File: config.mk
export PLATFORM = sky130hd
export DESIGN_NAME = axi_arbiter
export DESIGN_NICKNAME = d
export VERILOG_FILES = /design/src/rtl/axi_arbiter.sv
export SDC_FILE = /design/constraint.sdc
export NUM_CORES = 1
export LEC_CHECK = 0
export ABC_AREA = 1
export CORE_AREA = 3 3 258 260
export CTS_BUF_LIST = sky130_fd_sc_hd__clkbuf_8
export CTS_CLUSTER_DIAMETER = 80
export DETAILED_ROUTE_END_ITERATION = 12
export DIE_AREA = 0 0 261 263
export PLACE_DENSITY = 0.55
export SYNTH_ARGS = -nofsm -noshare
export SYNTH_HDL_FRONTEND = slang
export SYNTH_SLANG_ARGS = --single-unit
File: constraint.sdc
create_clock -name clk -period 1.9 [get_ports clk]
set_clock_uncertainty 0.05 [all_clocks]
set_input_delay 0.38 -clock clk [delete_from_list [all_inputs] [get_ports clk]]
set_output_delay 0.38 -clock clk [all_outputs]
set_load 0.02 [all_outputs]
File: src/rtl/axi_arbiter.sv
// Round-robin arbiter sharing one AXI4 master port between instruction fetch (ID 0) and load/store (ID 1).
// Single outstanding single-beat transaction; one-cycle grant latency; registered one-cycle response pulse.
module axi_arbiter #(
  parameter int ADDR_W = 64,
  parameter int DATA_W = 64,
  parameter int ID_W   = 4
) (
  input  logic                clk,
  input  logic                rst,
  input  logic                if_req_valid,
  input  logic [ADDR_W-1:0]   if_addr,
  input  logic [2:0]          if_size,
  output logic                if_resp_valid,
  output logic [DATA_W-1:0]   if_rdata,
  input  logic                ls_req_valid,
  input  logic                ls_we,
  input  logic [ADDR_W-1:0]   ls_addr,
  input  logic [2:0]          ls_size,
  input  logic [DATA_W-1:0]   ls_wdata,
  input  logic [DATA_W/8-1:0] ls_wstrb,
  output logic                ls_resp_valid,
  output logic [DATA_W-1:0]   ls_rdata,
  output logic [ID_W-1:0]     axi_ar_id,
  output logic [ADDR_W-1:0]   axi_ar_addr,
  output logic [2:0]          axi_ar_size,
  output logic [7:0]          axi_ar_len,
  output logic [1:0]          axi_ar_burst,
  output logic                axi_ar_valid,
  input  logic                axi_ar_ready,
  input  logic [ID_W-1:0]     axi_r_id,
  input  logic [DATA_W-1:0]   axi_r_data,
  input  logic [1:0]          axi_r_resp,
  input  logic                axi_r_last,
  input  logic                axi_r_valid,
  output logic                axi_r_ready,
  output logic [ID_W-1:0]     axi_aw_id,
  output logic [ADDR_W-1:0]   axi_aw_addr,
  output logic [2:0]          axi_aw_size,
  output logic [7:0]          axi_aw_len,
  output logic [1:0]          axi_aw_burst,
  output logic                axi_aw_valid,
  input  logic                axi_aw_ready,
  output logic [DATA_W-1:0]   axi_w_data,
  output logic [DATA_W/8-1:0] axi_w_strb,
  output logic                axi_w_last,
  output logic                axi_w_valid,
  input  logic                axi_w_ready,
  input  logic [ID_W-1:0]     axi_b_id,
  input  logic [1:0]          axi_b_resp,
  input  logic                axi_b_valid,
  output logic                axi_b_ready
);

  typedef enum logic [2:0] {IDLE, RD_ADDR, RD_DATA, WR_REQ, WR_RESP} state_t;

  state_t              state, state_nxt;
  logic                owner;       // 0 = IF, 1 = LS
  logic                last_grant;
  logic                aw_done, w_done;
  logic [ADDR_W-1:0]   req_addr;
  logic [2:0]          req_size;
  logic [DATA_W-1:0]   req_wdata;
  logic [DATA_W/8-1:0] req_wstrb;

  logic if_elig, ls_elig, grant_vld, grant_ls, grant_we;
  logic ar_hs, r_hs, aw_hs, w_hs, b_hs, wr_both_done;
  logic unused_ok;

  // A requester still holds valid during its own response pulse; mask it so it is not re-granted.
  assign if_elig   = if_req_valid & ~if_resp_valid;
  assign ls_elig   = ls_req_valid & ~ls_resp_valid;
  assign grant_vld = (state == IDLE) & (if_elig | ls_elig);
  assign grant_ls  = ls_elig & (~if_elig | ~last_grant);
  assign grant_we  = grant_ls & ls_we;

  assign ar_hs        = axi_ar_valid & axi_ar_ready;
  assign r_hs         = axi_r_valid & axi_r_ready;
  assign aw_hs        = axi_aw_valid & axi_aw_ready;
  assign w_hs         = axi_w_valid & axi_w_ready;
  assign b_hs         = axi_b_valid & axi_b_ready;
  assign wr_both_done = (aw_done | aw_hs) & (w_done | w_hs);

  assign unused_ok = ^{axi_r_resp, axi_b_resp, axi_r_id, axi_b_id, axi_r_last};

  always_ff @(posedge clk) begin
    if (rst) state <= IDLE;
    else     state <= state_nxt;
  end

  always_comb begin
    state_nxt = state;
    case (state)
      IDLE:    if (grant_vld) state_nxt = grant_we ? WR_REQ : RD_ADDR;
      RD_ADDR: if (ar_hs) state_nxt = RD_DATA;
      RD_DATA: if (r_hs) state_nxt = IDLE;
      WR_REQ:  if (wr_both_done) state_nxt = WR_RESP;
      WR_RESP: if (b_hs) state_nxt = IDLE;
      default: state_nxt = IDLE;
    endcase
  end

  always_comb begin
    axi_ar_valid = 1'b0;
    axi_r_ready  = 1'b0;
    axi_aw_valid = 1'b0;
    axi_w_valid  = 1'b0;
    axi_b_ready  = 1'b0;
    case (state)
      RD_ADDR: axi_ar_valid = 1'b1;
      RD_DATA: axi_r_ready  = 1'b1;
      WR_REQ: begin
        axi_aw_valid = ~aw_done;
        axi_w_valid  = ~w_done;
      end
      WR_RESP: axi_b_ready = 1'b1;
      default: ;
    endcase
  end

  assign axi_ar_id    = {{(ID_W-1){1'b0}}, owner};
  assign axi_ar_addr  = req_addr;
  assign axi_ar_size  = req_size;
  assign axi_ar_len   = 8'd0;
  assign axi_ar_burst = 2'b01;
  assign axi_aw_id    = {{(ID_W-1){1'b0}}, owner};
  assign axi_aw_addr  = req_addr;
  assign axi_aw_size  = req_size;
  assign axi_aw_len   = 8'd0;
  assign axi_aw_burst = 2'b01;
  assign axi_w_data   = req_wdata;
  assign axi_w_strb   = req_wstrb;
  assign axi_w_last   = axi_w_valid;

  always_ff @(posedge clk) begin
    if (rst) begin
      owner         <= 1'b0;
      last_grant    <= 1'b1;
      aw_done       <= 1'b0;
      w_done        <= 1'b0;
      req_addr      <= '0;
      req_size      <= '0;
      req_wdata     <= '0;
      req_wstrb     <= '0;
      if_resp_valid <= 1'b0;
      ls_resp_valid <= 1'b0;
      if_rdata      <= '0;
      ls_rdata      <= '0;
    end else begin
      if (grant_vld) begin
        owner      <= grant_ls;
        last_grant <= grant_ls;
        req_addr   <= grant_ls ? ls_addr : if_addr;
        req_size   <= grant_ls ? ls_size : if_size;
        req_wdata  <= ls_wdata;
        req_wstrb  <= ls_wstrb;
      end
      if (state == WR_REQ) begin
        aw_done <= wr_both_done ? 1'b0 : (aw_done | aw_hs);
        w_done  <= wr_both_done ? 1'b0 : (w_done | w_hs);
      end
      if_resp_valid <= r_hs & ~owner;
      ls_resp_valid <= (r_hs & owner) | b_hs;
      if (r_hs & ~owner) if_rdata <= axi_r_data;
      if (r_hs & owner)  ls_rdata <= axi_r_data;
    end
  end

endmodule

-- Word level (Yosys, flattened, before mapping)
Index checks and enable logic that the tools add are counted.
- reduce and logical (&&, ||, !) cells: 2
- muxes and demuxes: 16
- bitwise gates (word level): 25
- eq/ne operators: 9
- operator list (kind ; number):
    $mux 64 ; 1
    $mux 3 ; 6
    $pmux 3 s5 ; 1
    $and 1x1->1 ; 13
    $ne 2x2->1 const B ; 5
    $mux 1 ; 7
    $not 1->1 ; 7
    $eq 3x2->1 const B ; 2
    $or 1x1->1 ; 5
    $reduce_and 5->1 ; 1
    $eq 3x1->1 const B ; 1
    $eq 3x3->1 const B ; 1
    $logic_not 3->1 ; 1
    $mux 2 ; 1
- flip-flop bits (word level): 276
- word-level logic and storage cells: 65
- input port bits: 293
- output and inout port bits: 370

-- Logic depth before layout (Yosys ltp)
Gate-level depths: netlist of the first run.
- depth after elaboration: 9
- gate-level depth with buffers: 11

-- Worst setup path after synthesis of the first run
OpenSTA, ideal clock, no wires.
- path kind: reg2out
- from: register state[0]
- to: output port axi_w_valid
- arrival time: 1.366 ns
- path buffers: 1
- required time: 1.470 ns
- stages on the path, launching flop included: 6
- path slack: 0.104 ns
- cell sequence: dfxtp_1 nand2_1 nor2_1 inv_1 nor2_1 buf_4
- cells in the longest elaborated chain, start to end: 2
- ends and longest elaborated chain (element ; line ; text):
    start: declaration ; 56 ; state_t state, state_nxt;
    start signal: assignment ; 87 ; else state <= state_nxt;
    $eq 3x2->1 ; 108 ; case (state)
    $mux 1 ; 108 ;
    end: declaration ; 46 ; output logic axi_w_valid,
Every way passes these cells.

-- Final worst setup path of the first run
- from: register state[0]
- to: output port axi_w_last
- cells in the longest elaborated chain, start to end: 2
- ends and longest elaborated chain (element ; line ; text):
    $eq 3x2->1 ; 108 ;
    $mux 1 ; 108 ;
    end: declaration ; 45 ; output logic axi_w_last,
Every way passes these cells.

==> results of run 1 <==
==> cells in the mapped netlist, drive strengths merged <==
cell type,instances,area share
conb,2,0.00066
o211ai,67,0.044
o21ai,203,0.089
nand3b,3,0.0020
nand3,78,0.034
clkbuf,46,0.015
a21oi,133,0.059
nor3,2,0.00088
buf,153,0.096
nor2,164,0.055
nand2,152,0.050
dfxtp,276,0.48
inv,213,0.070
==> through the flow <==
step	cells	setup TNS (ns)	hold WS, ns
2_1_floorplan	1516	0	0.380
3_3_place_gp	2890	-39.33	0.380
3_5_place_dp	2890	-45.52	0.383
4_1_cts	2988	-0.914	0.210
5_1_grt	2999	-1.08	0.253
6_report	3002	-0.343	0.297
==> what timing repair did <==
| action | CTS | global route |
|---|---|---|
| setup buffers | 6 | 7 |
| hold buffers | 0 | 0 |
| pin swaps | 3 | 3 |
| cloned | 0 | 2 |
| gates resized for setup | 419 | 33 |
| setup endpoints to repair | 344 | 174 |
==> layout make-up <==
cell class	count	area, um^2
diodes	5	12.5
clock buffers	67	922
clock inverters	26	174
fillers	6927	44700
inverters	213	820
multi-input cells	828	4010
flip-flops and latches	276	5530
well taps	855	1070
repair buffers	732	7070
==> cells by family after synthesis <==
family                 Yosys count  synth area share
AOI/OAI and AO/OA              403             0.192
buffers and inverters          412             0.182
DFF                            276             0.484
other                            2          0.000658
and+or+nand+nor                399             0.142
==> registers in the layout, summed over array words and instances (netlist names) <==
name / cells
aw_done: 1
axi_ar_addr: 64
axi_ar_size: 3
axi_w_data: 64
axi_w_strb: 8
if_rdata: 64
if_resp_valid: 1
last_grant: 1
ls_rdata: 64
ls_resp_valid: 1
owner: 1
state: 3
w_done: 1
==> power groups by stage <==
stage | Combinational, mW | Clock [mW] | Sequential [mW]
2_1_floorplan | 5.45 | 0 | 10.2
3_3_place_gp | 13.3 | 0 | 8.65
3_5_place_dp | 13.3 | 0 | 8.69
4_1_cts | 12.1 | 6.35 | 8.56
5_1_grt | 13.5 | 6.58 | 8.74
6_report | 12.5 | 6.06 | 8.56
==> worst register-to-register path, stage by stage (launching register included) <==
cell and delay (ns):
dfxtp_2 0.33, buf_6 0.13, buf_6 0.12, nor2_4 0.12
nand2_4 0.08, a21oi_4 0.15, buf_12 0.15, inv_2 0.05
buf_12 0.15, nor2_1 0.30, nor2_1 0.08
==> worst max-delay path by stage <==
stage / start / slack [ns] / endpoint / depth (start not counted)
2_1_floorplan: state[0]$_SDFFE_PP0P_ / 0.10 / axi_w_valid / 5
3_3_place_gp: ls_req_valid / -0.35 / axi_ar_addr[15]$_SDFFE_PP0P_ / 8
3_5_place_dp: ls_req_valid / -0.38 / axi_w_data[5]$_SDFFE_PP0P_ / 7
4_1_cts: state[1]$_SDFFE_PP0P_ / -0.24 / axi_w_last / 6
5_1_grt: state[1]$_SDFFE_PP0P_ / -0.29 / axi_w_last / 6
6_report: state[0]$_SDFFE_PP0P_ / -0.15 / axi_w_last / 6
==> per-layer routing <==
layer | vias to the layer above | track usage | routed length, um
li1 | 5895 | - | -
met2 | 411 | 0.224 | 23100
met4 | 2 | 0.0382 | 1100
met1 | 5382 | 0.159 | 20000
met5 | - | 0 | 9
met3 | 75 | 0.0415 | 3960
==> impl_metrics.tcl, run 1 <==
set metrics [dict create \
    drc 0 \
    p_per_area_nw_per_um2 1380 \
    drt_wl_total_um 48200 \
    total_power_mw 27.1 \
    grt_overflow 0 \
    synth_seq_cells 276 \
    hold_depth 3 \
    crit_top_cell "nor2_4" \
    r2r_slack_ns 0.07 \
    cts-root-buf "clkbuf_8" \
    combPwrFrac 0.461 \
    switching_power_mw 11.1 \
    synth_cells 1492 \
    clkTransAtPathRegs_ns 0.06 \
    synth_area_per_cell_um2 7.65 \
    area_growth_pct 71.8 \
    grt_max_degree 68 \
    place_area_um2 18600 \
    clockBufferDepth 3 \
    cts_tree "yes" \
    p_int_mw 16.0 \
    placementRows 93 \
    violations "negative setup slack" \
    crit_chain "nand2_2 -> nor2_4 -> inv_4 -> nor2_4 -> buf_6 -> buf_12" \
    min_to "axi_w_data[18]$_SDFFE_PP0P_" \
    worstReg2RegEnd "axi_w_data[31]$_SDFFE_PP0P_" \
    rsz0062_at_grt "yes" \
    status "finished, violations left" \
    setup_violations 4 \
    ys_types 22 \
    fp.coreArea_um2 64300 \
    worstHoldStart "ls_wdata[18]" \
    cts_sinks 276 \
    leakage_nw 9.25 \
    final_hold_viol_count 0 \
    drt_first_pass_iters 4 \
    start_util 0.177 \
    post-route-period-util 1.08 \
    yosysSeqAreaShare 0.484 \
    io_buffers 623 \
    clock_latency_ns 0.61 \
    grt_pass1_vias 11700 \
    die_h_um 263 \
    utilization 0.305 \
    cap_violations 0 \
    wl_per_cell_um 16.1 \
    cts_max_level 2 \
    rr_worst_depth 10 \
    crit_path_end_kind "output port" \
    critPathMaxFanout 4 \
    layout.nets 2396 \
    clock_power_share 0.223 \
    setup_slack_ns -0.146 \
    vias 11800 \
    fmax_mhz 489 \
    first_iter_violations 525 \
    layout_common_cells "dlygate4sd2_1, clkdlybuf4s50_1, dfxtp_1, inv_1, o21ai_0" \
    final_common_cell "dlygate4sd2_1" \
    grt_pass1_wl_um 70300 \
    r2r-start "state[0]$_SDFFE_PP0P_" \
    min_period_ns 2.05 \
    antenna_found_initial 6 \
    dp_slack_ns -0.383 \
    ys_warn_count 0 \
    gp_congestion 0.852 \
    dieArea_um2 68600 \
    cp.buffers_inverters 3 \
    ant_nets 0 \
    post-dp-hpwl_um 36600 \
    ir_drop_mv 0.723 \
    cp.required_ns 1.47 \
    crit_family "flip-flops" \
    worst_ep_arrival_time_ns 1.62 \
    power_frac_seq 0.316 \
    netlist_area_um2 11400 \
    cp_slowest_cell "dfxtp_2" \
    critical_path_class "reg -> out" \
    hold_class "in -> reg" \
    via_per_inst 3.92 \
    switching_share 0.410 \
    final_cell_area_um2 19600 \
    cp-start-kind "register" \
    slowest_delay_ns 0.34 \
    final_layout_size_suffix_gt1_frac 0.112 \
    grt_use_total 0.132 \
    die_w_um 261 \
    pin_count 663 \
    slew_violations 0 \
    numCtsBuffers 52 \
]
Note: power is estimated with default switching activity, not from simulation.
==> inputs of run 2 (changes only) <==
SLEW_MARGIN = 10   (was default)
==> results of run 2 <==
No change in the layout: final DEF, timing and power equal those of run 1.
